**src/rtl/clock_seq_pkg.sv**
```systemverilog
// rtl/clock_seq_pkg.sv - shared types and constants for the clock-source sequencer
package clock_seq_pkg;

    typedef enum logic [2:0] {
        IDLE      = 3'd0,
        GATE_OFF  = 3'd1,
        SWITCH    = 3'd2,
        SETTLE_ON = 3'd3,
        GATE_ON   = 3'd4
    } seq_state_e;

    typedef struct packed {
        logic sel;
        logic inv;
    } clk_cfg_t;

    localparam logic TEST_SEL = 1'b1;
    localparam logic TEST_INV = 1'b0;

endpackage

```
**src/rtl/clock_seq_timer.sv**
```systemverilog
// rtl/clock_seq_timer.sv - saturating settle counter with terminal count at SETTLE_CYC-1
module clock_seq_timer #(
    parameter int SETTLE_CYC = 4,
    parameter int CNT_W      = 4
) (
    input  logic CLK,
    input  logic RST,
    input  logic i_clr,
    input  logic i_en,
    output logic o_tc
);

    localparam logic [CNT_W-1:0] TC_VAL = CNT_W'(SETTLE_CYC - 1);

    logic [CNT_W-1:0] r_cnt;

    // Holding at the terminal value keeps the counter from ever wrapping.
    always_ff @(posedge CLK) begin
        if (RST) begin
            r_cnt <= '0;
        end else if (i_clr) begin
            r_cnt <= '0;
        end else if (i_en && !o_tc) begin
            r_cnt <= r_cnt + CNT_W'(1);
        end
    end

    assign o_tc = (r_cnt == TC_VAL);

endmodule

```
**src/rtl/clock_source_seq.sv**
```systemverilog
// rtl/clock_source_seq.sv - glitch-safe sequencer for clock-source mux select and inversion
module clock_source_seq
    import clock_seq_pkg::*;
#(
    parameter int SETTLE_CYC = 4,
    parameter int CNT_W      = 4
) (
    input  logic CLK,
    input  logic RST,
    input  logic req_valid,
    input  logic req_sel,
    input  logic req_inv,
    output logic req_ready,
    input  logic test_mode,
    output logic gate_en,
    output logic mux_sel,
    output logic inv_sel,
    output logic busy,
    output logic done
);

    seq_state_e r_state;
    seq_state_e w_state_nxt;
    clk_cfg_t   r_sw;
    clk_cfg_t   r_tgt;
    clk_cfg_t   r_cur;
    logic       r_gate_en;
    logic       r_busy;
    logic       r_ready;
    logic       r_done;

    clk_cfg_t   w_sw_nxt;
    clk_cfg_t   w_target;
    clk_cfg_t   w_tgt_nxt;
    clk_cfg_t   w_cur_nxt;
    logic       w_accept;
    logic       w_clr;
    logic       w_en;
    logic       w_tc;
    logic       w_noop;
    logic       w_gate_nxt;
    logic       w_busy_nxt;
    logic       w_ready_nxt;
    logic       w_done_nxt;

    clock_seq_timer #(
        .SETTLE_CYC (SETTLE_CYC),
        .CNT_W      (CNT_W)
    ) u_timer (
        .CLK   (CLK),
        .RST   (RST),
        .i_clr (w_clr),
        .i_en  (w_en),
        .o_tc  (w_tc)
    );

    // A request accepted this cycle already counts toward the IDLE target decision.
    assign w_accept = req_valid && r_ready;
    assign w_sw_nxt = w_accept ? clk_cfg_t'{sel: req_sel, inv: req_inv} : r_sw;
    assign w_target = test_mode ? clk_cfg_t'{sel: TEST_SEL, inv: TEST_INV} : w_sw_nxt;

    always_comb begin
        w_state_nxt = r_state;
        w_tgt_nxt   = r_tgt;
        w_cur_nxt   = r_cur;
        w_clr       = 1'b0;
        w_en        = 1'b0;
        w_noop      = 1'b0;
        case (r_state)
            IDLE: begin
                w_clr = 1'b1;
                if (w_target != r_cur) begin
                    w_tgt_nxt   = w_target;
                    w_state_nxt = GATE_OFF;
                end else if (w_accept && !test_mode) begin
                    w_noop = 1'b1;
                end
            end
            GATE_OFF: begin
                w_en = 1'b1;
                if (w_tc) begin
                    // Selects move on entry to SWITCH, with the gate already closed.
                    w_cur_nxt   = r_tgt;
                    w_state_nxt = SWITCH;
                end
            end
            SWITCH: begin
                w_clr       = 1'b1;
                w_state_nxt = SETTLE_ON;
            end
            SETTLE_ON: begin
                w_en = 1'b1;
                if (w_tc) begin
                    w_state_nxt = GATE_ON;
                end
            end
            GATE_ON: begin
                w_state_nxt = IDLE;
            end
            default: begin
                w_state_nxt = IDLE;
            end
        endcase

        w_gate_nxt  = !(w_state_nxt == GATE_OFF || w_state_nxt == SWITCH ||
                        w_state_nxt == SETTLE_ON);
        w_busy_nxt  = (w_state_nxt != IDLE);
        w_ready_nxt = (w_state_nxt == IDLE);
        w_done_nxt  = (w_state_nxt == GATE_ON) || w_noop;
    end

    // Outputs are registered from the next state so the gate enable never glitches.
    always_ff @(posedge CLK) begin
        if (RST) begin
            r_state   <= IDLE;
            r_sw      <= '0;
            r_tgt     <= '0;
            r_cur     <= '0;
            r_gate_en <= 1'b1;
            r_busy    <= 1'b0;
            r_ready   <= 1'b1;
            r_done    <= 1'b0;
        end else begin
            r_state   <= w_state_nxt;
            r_sw      <= w_sw_nxt;
            r_tgt     <= w_tgt_nxt;
            r_cur     <= w_cur_nxt;
            r_gate_en <= w_gate_nxt;
            r_busy    <= w_busy_nxt;
            r_ready   <= w_ready_nxt;
            r_done    <= w_done_nxt;
        end
    end

    assign req_ready = r_ready;
    assign gate_en   = r_gate_en;
    assign mux_sel   = r_cur.sel;
    assign inv_sel   = r_cur.inv;
    assign busy      = r_busy;
    assign done      = r_done;

endmodule
```
**config.mk**
```make
export PLATFORM = sky130hd
export DESIGN_NAME = clock_source_seq
export DESIGN_NICKNAME = d
export VERILOG_FILES = /design/src/rtl/clock_seq_pkg.sv /design/src/rtl/clock_seq_timer.sv /design/src/rtl/clock_source_seq.sv
export SDC_FILE = /design/constraint.sdc
export NUM_CORES = 1
export LEC_CHECK = 0
export ABC_AREA = 0
export CAP_MARGIN = 5
export CORE_UTILIZATION = 55
export CTS_BUF_LIST = sky130_fd_sc_hd__clkbuf_4
export DETAILED_ROUTE_END_ITERATION = 10
export PLACE_DENSITY = 0.81
export SYNTH_ARGS = -nofsm -noshare
export SYNTH_HDL_FRONTEND = slang
export SYNTH_HIERARCHICAL = 1
export SYNTH_SLANG_ARGS = --single-unit
export TNS_END_PERCENT = 100
```
**constraint.sdc**
```tcl
create_clock -name CLK -period 2.6 [get_ports CLK]
set_input_delay 0.65 -clock CLK [delete_from_list [all_inputs] [get_ports CLK]]
set_output_delay 0.65 -clock CLK [all_outputs]
set_load 0.01 [all_outputs]
```
Yosys cells after proc, flatten, opt, wreduce, memory -nomap -nowiden
Cells that the tools add are included.
{"block": "word_totals", "ff_bits": 17, "inputBits": 6, "output_inout_bits": 6, "elab_cells": 50}
{"block": "op_classes", "n_addsub": 1, "eq_ne": 9, "n_mux": 11, "reduce_logical": 17}
{"cell": "$eq A3 B2 Y1 const B", "count": 4}
{"cell": "$pmux W3 S4", "count": 1}
{"cell": "$mux W3", "count": 3}
{"cell": "$eq A3 B1 Y1 const B", "count": 2}
{"cell": "$logic_not A3 Y1", "count": 2}
{"cell": "$reduce_or A2 Y1", "count": 3}
{"cell": "$mux W1", "count": 5}
{"cell": "$add A4 B1 Y4 const B", "count": 1}
{"cell": "$eq A4 B2 Y1 const B", "count": 1}
{"cell": "$mux W2", "count": 2}
{"cell": "$reduce_and A2 Y1", "count": 2}
{"cell": "$eq A3 B3 Y1 const B", "count": 1}
{"cell": "$logic_and A1 B1 Y1", "count": 3}
{"cell": "$logic_not A1 Y1", "count": 3}
{"cell": "$logic_or A1 B1 Y1", "count": 3}
{"cell": "$reduce_bool A3 Y1", "count": 1}
{"cell": "$ne A2 B2 Y1", "count": 1}

Logic depth before layout (Yosys ltp)
{"block": "logic_depth", "depth_word": 10, "mapped_depth": 7, "mapped_depth_nobuf": 7}

Cells and area by module
The synthesis kept the hierarchy.
{"module": "clock_source_seq", "instances": 1, "cells_per_inst": 60, "area_each_um2": 559.3, "seq_area_each_um2": 260.2}
{"module": "clock_seq_timer", "instances": 1, "cells_per_inst": 22, "area_each_um2": 205.2, "seq_area_each_um2": 80.1}

Worst setup path before layout
OpenSTA, ideal clock, no wires.
{"block": "synth_timing", "path_kind": "input to register", "from": "input port req_sel", "to": "register r_ready, in the netlist req_ready", "setup_time_ps": 120, "t_arrival_ps": 1692, "t_required_ps": 2480, "setup_slack_ps": 789, "cell_stages": 5, "path_buffers": 0, "path_cell_list": "and3_1 a211o_1 xnor2_2 and2_1 a211o_1"}
{"block": "synth_between", "elab_chain_len": 6}
{"item": "start: declaration", "line": "clock_source_seq.sv:11", "text": "input logic req_sel,"}
{"item": "$mux W2", "line": "clock_source_seq.sv:59", "text": "assign w_sw_nxt = w_accept ? clk_cfg_t'{sel: req_sel, inv: req_inv} : r_sw;"}
{"item": "$mux W2", "line": "clock_source_seq.sv:60", "text": "assign w_target = test_mode ? clk_cfg_t'{sel: TEST_SEL, inv: TEST_INV} : w_sw_nxt;"}
{"item": "$ne A2 B2 Y1", "line": "clock_source_seq.sv:72", "text": "if (w_target != r_cur) begin"}
{"item": "$mux W3", "line": "clock_source_seq.sv:72"}
{"item": "$pmux W3 S4", "line": "clock_source_seq.sv:69", "text": "case (r_state)"}
{"item": "$logic_not A3 Y1", "line": "clock_source_seq.sv:108", "text": "w_ready_nxt = (w_state_nxt == IDLE);"}
{"item": "end signal: assignment", "line": "clock_source_seq.sv:130", "text": "r_ready <= w_ready_nxt;"}
{"item": "end: declaration", "line": "clock_source_seq.sv:29", "text": "logic r_ready;"}
No other way between the ends.
A chain may end at the register's enable or synchronous reset.

Worst setup path after layout
{"block": "layout_timing", "from": "input port req_valid", "to": "register r_ready, in the netlist req_ready"}
{"block": "layout_between", "elab_chain_len": 7}
{"item": "start: declaration", "line": "clock_source_seq.sv:10", "text": "input logic req_valid,"}
{"item": "$logic_and A1 B1 Y1", "line": "clock_source_seq.sv:58", "text": "assign w_accept = req_valid && r_ready;"}
{"item": "$mux W2", "line": "clock_source_seq.sv:59"}
{"item": "$mux W2", "line": "clock_source_seq.sv:60"}
{"item": "$ne A2 B2 Y1", "line": "clock_source_seq.sv:72"}
{"item": "$mux W3", "line": "clock_source_seq.sv:72"}
{"item": "$pmux W3 S4", "line": "clock_source_seq.sv:69"}
{"item": "$logic_not A3 Y1", "line": "clock_source_seq.sv:108"}
No other way between the ends.

==> flow_summary.ini <==
[drt]
drtIter0Drc = 17
wire_per_inst_um = 13.2
ant_nets = 0
drc = 0
vias_per_cell = 5.75
totalWireLength_um = 1460
vias = 632
first_pass_iters = 4

[worst_setup_path]
cp-end-kind = flop
cp_data_required_time_ns = 2.79
startpoint = req_valid
r2r_cells = 7
crit_fanout = 5
regToRegSetupSlack_ns = 0.69
arrival_ns = 2.25
path_class = in2reg
critPathLaunchType = input port
worstReg2RegStart = u_timer/r_cnt[0]
r2r-end = inv_sel

[power_and_ir_drop]
switching_share = 0.257
combPwrFrac = 0.148
power_density_nw_per_um2 = 560
p_int_uw = 380
leakagePower_nw = 0.361
vdd_drop_max_mv = 0.385
p_clk_frac = 0.300
switchingPower_uw = 132
seqPwrFrac = 0.552

[yosys]
async_flop_share = 0
netlist_instances = 82
synth_ff_type = dfxtp_1
syn-mean-instance-area_sq_um = 9.32
synth-seq-cells = 17
ys_warn_count = 6
synth_edf_count = 0
synth.cell_area_sq_um = 764
yosysSeqAreaShare = 0.445
ys_types = 37
mappedNetlistNets = 89

[sta]
slew_violations = 0
hold_violations = 0
worst_pin_slew_ns = 0.578
fin_crit_sh = 0.790
rsz0062_at_grt = no
fin_tns_setup_ns = 0
min_period_ns = 2.05
hold_slack_ns = 0.486
clock_skew_ns = 0.00163
fmax_mhz = 487
finalSetupViolCount = 0
slew_headroom = 0.613

[worst_hold_path]
hold_class = reg2reg
hold_start = r_tgt[1]
min_to = r_tgt[1]
whs_path_depth = 2

[grt]
gr-total-overflow = 0
grt_max_degree = 17
grt_pass1_wl_um = 2260
grt_pass1_vias = 529
antenna_found_initial = 0
grt_use_total = 0.224

[cts]
cts_buffers = 3
clkTransAtPathRegs_ns = 0.10
postCtsHoldBufs = 0
cts.sinks = 17
root_buffer = clkbuf_4
clk_path_buf_depth = 2
post-cts-setup-buffers = 0
insertion_delay_ns = 0.29
cts_tree = yes
htree_levels = 1
cts_resized = 0

[floorplanning]
fp.coreArea_sq_um = 1300
start_util = 0.587
die_w_um = 39.3
die_h_um = 39.3
io_pins = 12
die-area_sq_um = 1540
num_rows = 13

[cells_and_area]
nets = 103
area_growth_pct = 19.6
antenna_cells = 0
final_cells = 110
layout-drive-gt1-share = 0.116
fillers = 107

[place]
hpwl_um = 1020
gp_congestion = 0.733
dp.cells = 106
place.port_buffers = 11

[flow_run]
cap_violations = 0

[run_status]
status = finished, final reports clean
[power by group through the flow]
stage | registers (mW) | logic (mW) | clock network, mW
4_1_cts | 0.282 | 0.0757 | 0.156
6_report | 0.282 | 0.0757 | 0.154
3_3_place_gp | 0.288 | 0.0729 | 0
5_1_grt | 0.284 | 0.0828 | 0.168
2_1_floorplan | 0.289 | 0.0449 | 0
3_5_place_dp | 0.288 | 0.0752 | 0
[kinds of logic after synthesis]
logic type	share of synthesized area
mux	0.0262
simple gates	0.228
flops	0.445
xor+xnor	0.0557
buf+inv	0.0278
fa+ha+maj	0.0164
compound gates	0.201
[metal layers]
metal	up-vias	GRT usage	routed length, um
met3	2	0.0682	55
li1	323	-	-
met2	12	0.346	694
met4	0	0.103	17
met1	295	0.282	689
met5	-	0	0
[worst max-delay path by stage]
stage / cells after the start / to
final: 6 / req_ready
after floorplan: 5 / req_ready
after detailed placement: 6 / req_ready
after global placement: 6 / req_ready
after global routing: 6 / req_ready
after CTS: 6 / req_ready
[Yosys cell counts, types with 2 or more instances]
library cell / n / area (sq um)
nor3_1: 7 / 35.0
a21o_1: 3 / 22.5
inv_1: 2 / 7.51
nand3_1: 3 / 15.0
mux2i_1: 2 / 20.0
a211o_1: 2 / 17.5
dfxtp_1: 17 / 340
xor2_1: 2 / 17.5
nand2_1: 6 / 22.5
a21oi_1: 4 / 20.0
nor2_1: 7 / 26.3
a211oi_1: 2 / 15.0
[critical path: stages]
cell and delay (ns):
clkdlybuf4s50_1 0.45, and3_1 0.21, a211o_1 0.32, xnor2_2 0.18, and2_1 0.18, a211o_1 0.25
[through the flow]
stage | setup WS [ns] | utilization | total power [mW] | cell area [sq um]
2_1_floorplan | 0.789 | - | 0.334 | 764
3_3_place_gp | 0.295 | 0.680 | 0.361 | 885
3_5_place_dp | 0.241 | 0.680 | 0.363 | 885
4_1_cts | 0.561 | 0.703 | 0.514 | 915
5_1_grt | 0.486 | 0.703 | 0.535 | 915
6_report | 0.546 | 0.703 | 0.512 | 915
[state kept, by name (all words and copies together), names as in the netlist, 2 cells and up]
| name | count |
|---|---|
| u_timer/r_cnt | 4 |
| r_state | 3 |
| r_sw | 2 |
| r_tgt | 2 |
[layout make-up]
cell class | instances | area [sq um] | area share
Timing Repair Buffer | 11 | 110 | 0.120
Multi-Input combinational cell | 60 | 403 | 0.440
Inverter | 3 | 12.5 | 0.0137
Sequential cell | 17 | 340 | 0.372
Tap cell | 15 | 18.8 | 0.0205
Clock buffer | 4 | 30.0 | 0.0328
[cells in the final DEF, fill, tap and decap left out, drive strengths merged]
| master | count |
|---|---|
| inv | 2 |
| nand4 | 1 |
| clkinv | 1 |
| nand2b | 1 |
| nor2 | 7 |
| a21oi | 5 |
| ha | 1 |
| nor2b | 1 |
| a21o | 3 |
| xnor2 | 2 |
| mux2i | 2 |
| and3 | 1 |
| clkbuf | 4 |
| a21bo | 1 |
| o211ai | 1 |
| nor3 | 7 |
| and4b | 1 |
| a31oi | 1 |
| a211oi | 3 |
| dfxtp | 17 |
| o21ai | 2 |
| or3 | 1 |
| nand4b | 1 |
| nand3 | 3 |
| xor2 | 2 |
| or3b | 1 |
| a211o | 2 |
| nand2 | 6 |
| clkdlybuf4s50 | 11 |
| nand3b | 1 |
| a21boi | 1 |
| a31o | 1 |
| and2 | 1 |
No activity file was read; power rests on OpenSTA's default activity.
